`config.mk`:
```
export PLATFORM = sky130hd
export DESIGN_NAME = fb_arbiter
export DESIGN_NICKNAME = d
export VERILOG_FILES = /design/src/rtl/fb_arbiter.sv
export SDC_FILE = /design/constraint.sdc
export NUM_CORES = 1
export LEC_CHECK = 0
export CAP_MARGIN = 30
export CORE_MARGIN = 2
export CORE_UTILIZATION = 25
export DETAILED_ROUTE_END_ITERATION = 7
export PLACE_DENSITY = 0.4
export SLEW_MARGIN = 20
export SYNTH_ARGS = -nofsm -noshare
export SYNTH_HDL_FRONTEND = slang
export SYNTH_SLANG_ARGS = --single-unit
export TNS_END_PERCENT = 30
```
`constraint.sdc`:
```
create_clock -name clk -period 4.2 [get_ports clk]
set_input_delay 1.26 -clock clk [delete_from_list [all_inputs] [get_ports clk]]
set_output_delay 1.26 -clock clk [all_outputs]
set_load 0.01 [all_outputs]
```
`src/rtl/fb_arbiter.sv`:
```
// Frame-buffer BRAM arbiter: serializes camera writes (through a small FIFO)
// and display reads onto one single-port memory, with range filtering and freeze.
module fb_arbiter #(
  parameter int X_SIZE      = 80,
  parameter int Y_SIZE      = 60,
  parameter int ADDR_W      = 13,
  parameter int DATA_W      = 16,
  parameter int WFIFO_DEPTH = 4
) (
  input  logic              clk,
  input  logic              rst_n,
  input  logic              freeze,
  input  logic              wr_valid,
  input  logic [6:0]        wr_x,
  input  logic [6:0]        wr_y,
  input  logic [DATA_W-1:0] wr_data,
  output logic              wr_ready,
  input  logic              rd_req,
  input  logic [6:0]        rd_x,
  input  logic [6:0]        rd_y,
  output logic              rd_ready,
  output logic              rd_valid,
  output logic [DATA_W-1:0] rd_data,
  output logic              mem_en,
  output logic              mem_we,
  output logic [ADDR_W-1:0] mem_addr,
  output logic [DATA_W-1:0] mem_wdata,
  input  logic [DATA_W-1:0] mem_rdata,
  output logic [15:0]       drop_cnt
);

  localparam int PTR_W = $clog2(WFIFO_DEPTH);
  localparam int CNT_W = PTR_W + 1;

  logic [ADDR_W-1:0] fifo_addr [WFIFO_DEPTH];
  logic [DATA_W-1:0] fifo_data [WFIFO_DEPTH];
  logic [PTR_W-1:0]  wr_ptr, rd_ptr;
  logic [CNT_W-1:0]  count;
  logic              full, empty;
  logic              wr_fire, wr_in_range, rd_in_range;
  logic              push, pop, drop, grant_rd;
  logic [ADDR_W-1:0] wr_addr, rd_addr;
  logic              s1_valid, s1_in_range, s2_valid, s2_in_range;

  function automatic logic [ADDR_W-1:0] xy_addr(input logic [6:0] x, input logic [6:0] y);
    return ADDR_W'(y) * ADDR_W'(X_SIZE) + ADDR_W'(x);
  endfunction

  assign wr_addr     = xy_addr(wr_x, wr_y);
  assign rd_addr     = xy_addr(rd_x, rd_y);
  assign wr_in_range = (32'(wr_x) < X_SIZE) && (32'(wr_y) < Y_SIZE);
  assign rd_in_range = (32'(rd_x) < X_SIZE) && (32'(rd_y) < Y_SIZE);

  assign full  = (count == CNT_W'(WFIFO_DEPTH));
  assign empty = (count == '0);

  // Ready outputs are forced low while reset is held
  assign wr_ready = rst_n & ~full;
  assign rd_ready = rst_n & ~(full & rd_req);

  assign wr_fire  = wr_valid & wr_ready;
  assign push     = wr_fire & ~freeze & wr_in_range;
  assign drop     = wr_fire & ~freeze & ~wr_in_range;
  assign grant_rd = rd_req & rd_ready;
  assign pop      = ~empty & (full | ~rd_req);

  always_ff @(posedge clk) begin
    if (push) begin
      fifo_addr[wr_ptr] <= wr_addr;
      fifo_data[wr_ptr] <= wr_data;
    end
  end

  always_ff @(posedge clk or negedge rst_n) begin
    if (!rst_n) begin
      wr_ptr <= '0;
      rd_ptr <= '0;
      count  <= '0;
    end else begin
      if (push) wr_ptr <= wr_ptr + PTR_W'(1);
      if (pop)  rd_ptr <= rd_ptr + PTR_W'(1);
      case ({push, pop})
        2'b10:   count <= count + CNT_W'(1);
        2'b01:   count <= count - CNT_W'(1);
        default: count <= count;
      endcase
    end
  end

  // Write pops and read grants are mutually exclusive, so one address mux suffices
  always_ff @(posedge clk or negedge rst_n) begin
    if (!rst_n) begin
      mem_en    <= 1'b0;
      mem_we    <= 1'b0;
      mem_addr  <= '0;
      mem_wdata <= '0;
    end else begin
      mem_en <= pop | (grant_rd & rd_in_range);
      mem_we <= pop;
      if (pop) begin
        mem_addr  <= fifo_addr[rd_ptr];
        mem_wdata <= fifo_data[rd_ptr];
      end else if (grant_rd & rd_in_range) begin
        mem_addr <= rd_addr;
      end
    end
  end

  // Read tag pipeline lines up with the BRAM's one-cycle latency
  always_ff @(posedge clk or negedge rst_n) begin
    if (!rst_n) begin
      s1_valid    <= 1'b0;
      s1_in_range <= 1'b0;
      s2_valid    <= 1'b0;
      s2_in_range <= 1'b0;
      rd_valid    <= 1'b0;
      rd_data     <= '0;
    end else begin
      s1_valid    <= grant_rd;
      s1_in_range <= grant_rd & rd_in_range;
      s2_valid    <= s1_valid;
      s2_in_range <= s1_in_range;
      rd_valid    <= s2_valid;
      if (s2_valid) rd_data <= s2_in_range ? mem_rdata : '0;
    end
  end

  always_ff @(posedge clk or negedge rst_n) begin
    if (!rst_n) begin
      drop_cnt <= '0;
    end else if (drop && drop_cnt != 16'hFFFF) begin
      drop_cnt <= drop_cnt + 16'd1;
    end
  end

endmodule

```
# Word-level counts from Yosys, hierarchy flattened
# Memory sizes are Yosys's and may differ from the RTL's. A register that Yosys moved wholly into a read port is not among the register bits.
# Cells that the tools add are included.
dict set report totals {
  mem_count 2
  mem_bits_ro 0
  regBits 59
  word_cells 63
  mem_bits_rw 116
  output_inout_bits 66
  latch_bits 0
}
dict set report classes {
  div 0
  n_reduce_logical 7
  muxes 6
  n_lt_le_gt_ge 4
  mul 2
  n_bitwise 18
  n_eq_ne 4
  n_shift 0
  add_sub_neg 7
}
# memory depth word_bits read_ports rd_clocked_by_memory_dff wr line_no
set memory_table {}
lappend memory_table {fifo_data 4 16 1 1 1 36} ;# logic [DATA_W-1:0] fifo_data [WFIFO_DEPTH];
lappend memory_table {fifo_addr 4 13 1 0 1 35} ;# logic [ADDR_W-1:0] fifo_addr [WFIFO_DEPTH];
# op count
set op_table {}
lappend op_table {{13-bit by 7-bit adder with 13-bit output} 2}
lappend op_table {{13-bit two-way mux} 2}
lappend op_table {{7-bit by 3-bit multiplier with 9-bit output (second input constant)} 2}
lappend op_table {{16-bit by 1-bit adder with 16-bit output (second input constant)} 1}
lappend op_table {{16-bit two-way mux} 1}
lappend op_table {{16-bit inequality test (second input constant)} 1}
lappend op_table {{7-bit by 6-bit < comparator with 1-bit output (second input constant)} 2}
lappend op_table {{7-bit < comparator (second input constant)} 2}
lappend op_table {{1-bit bitwise AND} 10}
lappend op_table {{1-bit NOT} 6}
lappend op_table {{3-bit one-hot mux with 2 select lines} 1}
lappend op_table {{2-bit by 1-bit adder with 2-bit output (second input constant)} 2}
lappend op_table {{2-bit nonzero test} 2}
lappend op_table {{3-bit by 1-bit adder with 3-bit output (second input constant)} 1}
lappend op_table {{3-bit == test (second input constant)} 1}
lappend op_table {{1-bit logical AND} 3}
lappend op_table {{3-bit zero test} 1}
lappend op_table {{3-bit by 1-bit subtractor with 3-bit output (second input constant)} 1}
lappend op_table {{2-bit by 1-bit == test with 1-bit output (second input constant)} 1}
lappend op_table {{2-bit == test (second input constant)} 1}
lappend op_table {{1-bit two-way mux} 2}
lappend op_table {{1-bit OR} 2}
lappend op_table {{1-bit zero test} 1}

# Logic depth before layout (Yosys ltp)
dict set report depth {
  word_depth 8
  mapped_depth 10
}

# Worst setup path before layout
# OpenSTA, ideal clock, no wires.
dict set report synth_path {
  path_kind {input to register}
  start {input port wr_y[1]}
  end {memory fifo_addr[0][12], data pin}
  path_slack_ns 0.815
  n_path_buf 0
  arrival_time_ns 3.114
  cell_stages 7
  cell_sequence {ha_1 ha_1 fa_1 xnor2_1 or3b_2 nand3b_1 xnor2_1}
}
dict set report synth_via {
  elab_chain_len 2
}
# element line_no
set synth_lines {}
lappend synth_lines {{start, declared} 15} ;# input logic [6:0] wr_y,
lappend synth_lines {{7-bit by 3-bit multiplier with 9-bit output} 46} ;# return ADDR_W'(y) * ADDR_W'(X_SIZE) + ADDR_W'(x);
lappend synth_lines {{13-bit by 7-bit adder with 13-bit output} 46}
lappend synth_lines {{named net wr_addr[12]} 42} ;# logic [ADDR_W-1:0] wr_addr, rd_addr;
lappend synth_lines {{end, declared} 35}
# The timed path passes the listed nets, and every way through them passes these cells.

# Worst setup path after layout
dict set report layout_path {
  start {input port rd_req}
  end {output port rd_ready}
}
dict set report layout_via {
  elab_chain_len 3
}
# element line_no
set layout_lines {}
lappend layout_lines {{start, declared} 18} ;# input logic rd_req,
lappend layout_lines {{1-bit bitwise AND} 59} ;# assign rd_ready = rst_n & ~(full & rd_req);
lappend layout_lines {{1-bit NOT} 59}
lappend layout_lines {{1-bit bitwise AND} 59}
lappend layout_lines {{end, declared} 21} ;# output logic rd_ready,
# No other way between the ends.

==> impl_metrics.env <==
export IMPL_status="complete, no violations"
export IMPL_synth_top_cells_by_area="sky130_fd_sc_hd__edfxtp_1 (42%), sky130_fd_sc_hd__dfrtp_1 (23%), sky130_fd_sc_hd__mux4_2 (7.9%)"
export IMPL_critical_path_buf_inv_count=2
export IMPL_synth_seq_area_share_pct=65.1
export IMPL_ir_drop_mv=0.271
export IMPL_detail_route_iter0_violations=199
export IMPL_yosysUniqueCellTypes=46
export IMPL_vias_per_cell=4.24
export IMPL_die_area_um2=34400
export IMPL_cts_hold_fix_buffers=0
export IMPL_worst_path_max_delay_cell="sky130_fd_sc_hd__clkdlybuf4s50_1"
export IMPL_core_area_um2=32500
export IMPL_grt_pass1_vias=5363
export IMPL_portBuffers=130
export IMPL_report_final_hold_viol_count=0
export IMPL_placementRows=66
export IMPL_cpMostUsedCell="sky130_fd_sc_hd__clkdlybuf4s50_1"
export IMPL_global_route_usage_total_pct=11.7
export IMPL_setup_viol=0
export IMPL_f_max_ghz=0.264
export IMPL_library_cell_occupying_the_most_area_in_the_post_synthesis_netlist="sky130_fd_sc_hd__edfxtp_1"
export IMPL_critical_path_top_delay_family="buffers and inverters"
export IMPL_grt_setup_unrepaired="no"
export IMPL_hold_path_class="flip-flop to flip-flop"
export IMPL_wl_per_cell_um=16.5
export IMPL_grt_pass1_wl_um=30200
export IMPL_cp_data_required_time_ps=2940
export IMPL_die_h_um=186
export IMPL_flow_area_growth_from_synthesis_pct=31.3
export IMPL_cp_slowest_stage_delay_ps=600
export IMPL_worst_setup_hold_path_clk_slew_ps=70
export IMPL_finalWeightedCongestion=0.729
export IMPL_cts_buffer_depth=2
export IMPL_timing_final_crit_share_pct=90.1
export IMPL_synth_async_sr_flop_share_pct=39.3
export IMPL_finalCriticalPeriod_ps=3780
export IMPL_numCtsBuffers=17
export IMPL_synthFlopType="sky130_fd_sc_hd__edfxtp_1"
export IMPL_max_slew_margin_pct=45.5
export IMPL_critical_path_endpoint_type="output port"
export IMPL_place_detailed_hpwl_um=13400
export IMPL_tritoncts_num_sinks=191
export IMPL_synth_top_area_share_pct=42.3
export IMPL_finalNetCount=816
export IMPL_tritoncts="built"
export IMPL_via_count=4956
export IMPL_post_synth_most_frequent_cells="sky130_fd_sc_hd__edfxtp_1 (116), sky130_fd_sc_hd__dfrtp_1 (75), sky130_fd_sc_hd__nand2_1 (71)"
export IMPL_io_pins=131
export IMPL_detailedRoute_firstPassIterationCount=4
export IMPL_setup_worst_path_start_class="input pin"
export IMPL_grt_max_degree=41
export IMPL_synth_yosys_warnings=0
export IMPL_timing_max_cap_violations=0
export IMPL_whs_ps=349
export IMPL_path_max_fanout=4
export IMPL_synth_edf_count=116
export IMPL_p_leak_nw=4.07
export IMPL_grt_overflow=0
export IMPL_filler_cell_count=3186
export IMPL_htree_levels=4
export IMPL_cell_chain_critical_path="clkdlybuf4s50_1 -> a21oi_1 -> clkdlybuf4s50_1"
export IMPL_most_numerous_cell_in_the_yosys_netlist="sky130_fd_sc_hd__edfxtp_1"
export IMPL_synth_cell_area_um2=8240
export IMPL_initial_utilization_pct=25.4
export IMPL_postRouteWirelength_um=19200
export IMPL_postcts_resize_cnt=0
export IMPL_worst_setup_path_type="input pin to output port"
export IMPL_antenna_violating_nets_post_route=0
export IMPL_chipWidth_um=186
export IMPL_postSynthAreaPerCell_um2=14.6
export IMPL_powerDensity_nw_per_um2=540
export IMPL_worstMarginPinSlew_ps=809
export IMPL_clock_latency_ps=430
export IMPL_fin_skew_ps=13.8
export IMPL_dr_drc_count=0
export IMPL_cts_post_setup_buffers_inserted=0
export IMPL_ctsRootBufferMaster="sky130_fd_sc_hd__clkbuf_16"
export IMPL_fin_setup_tns_ps=0
export IMPL_synth_ff_latch_count=191
export IMPL_fraction_of_layout_cells_with_a_size_suffix_above_1_pct=12.2
export IMPL_diodes=0
export IMPL_synth_instances=566
export IMPL_cp_data_arrival_time_ps=2520
export IMPL_grt_antenna_before_repair=0
export IMPL_syn_nets=668
export IMPL_final_max_slew_viol_count=0
-- routing by layer --
layer	global-route usage, %	part of all wire, %
met1	14.7	45
met2	20.2	49
met3	3.01	5.3
met4	2.98	0.74
met5	0	0
-- cells by family (layout without fill, tap and decap cells) --
group | Yosys count | count (layout) | share of synthesized area (%)
flip-flops | 191 | 191 | 65.1
AND/OR/NAND/NOR | 143 | 143 | 8.22
AO/OA/AOI/OAI | 67 | 67 | 4.85
buffers and inverters | 50 | 211 | 2.46
multiplexers | 40 | 40 | 9.30
XOR/XNOR | 38 | 38 | 4.04
adder cells (fa/ha/maj) | 37 | 37 | 6.08
-- cells in the final DEF (no fill, tap or decap), drive strengths merged, types with 4 or more instances in the layout --
master,instances
a21o,4
a21oi,10
and2,5
and3,7
buf,19
clkbuf,18
clkdlybuf4s50,129
clkinv,6
dfrtp,75
edfxtp,116
fa,5
ha,32
inv,37
mux2i,9
mux4,29
nand2,71
nand3,24
nand4,9
nor2,12
o21ai,37
xnor2,30
xor2,8
-- metrics by stage --
step                total power [mW]  util [%]  setup slack (ps)  std cells  instance area [µm²]
global placement                4.31      31.5               201       1137                10200
global route                    6.20      33.3               337       1169                10800
detailed placement              4.34      31.5               167       1137                10200
CTS                             5.97      33.3               400       1169                10800
floorplan                       3.48         -               815        566                 8240
finish                          5.84      33.3               417       1169                10800
-- sequential cells by signal (all words and copies together) (netlist names) --
name         flops
fifo_addr       52
s1_in_range      1
mem_we           1
rd_valid         1
s2_in_range      1
mem_wdata       16
fifo_data       64
rd_data         16
s1_valid         1
s2_valid         1
count            3
mem_addr        13
mem_en           1
drop_cnt        16
rd_ptr           2
wr_ptr           2
-- layout make-up --
| type | instances | area (µm²) | share of cell area, % |
|---|---|---|---|
| clock buffer | 18 | 429 | 3.97 |
| clock inverter | 14 | 153 | 1.41 |
| inverter | 31 | 116 | 1.08 |
| multi-input combinational | 325 | 2690 | 24.9 |
| sequential | 191 | 5360 | 49.6 |
| tap | 442 | 553 | 5.11 |
| timing repair buffer | 148 | 1510 | 14.0 |
-- worst register-to-register path: stages (launching register included) --
cell and delay (ps):
sky130_fd_sc_hd__dfrtp_1 460, sky130_fd_sc_hd__or3b_2 520, sky130_fd_sc_hd__nand2_1 110, sky130_fd_sc_hd__nor3_1 80, sky130_fd_sc_hd__inv_1 60, sky130_fd_sc_hd__ha_1 180
sky130_fd_sc_hd__inv_1 60, sky130_fd_sc_hd__fa_1 380, sky130_fd_sc_hd__xor2_1 160, sky130_fd_sc_hd__nor2_1 120, sky130_fd_sc_hd__xor2_1 150
-- final timing paths --
path,from,end,slack (ps),cells after the start
worst max-delay path,rd_req,rd_ready,420,3
worst min-delay path,s1_valid,s2_valid,350,0
worst max register to register,count[0],count[2],1840,10
worst min register to register,s1_valid,s2_valid,350,0
max in group asynchronous,rst_n,rd_ptr[0],2280,3
min in group asynchronous,rst_n,s1_valid,620,1
-- power breakdown --
| part | switching, mW | internal (mW) |
|---|---|---|
| Clock | 0.756 | 0.842 |
| Combinational | 0.854 | 0.902 |
| Sequential | 0.222 | 2.26 |
Power figures use the tool's default switching activity.
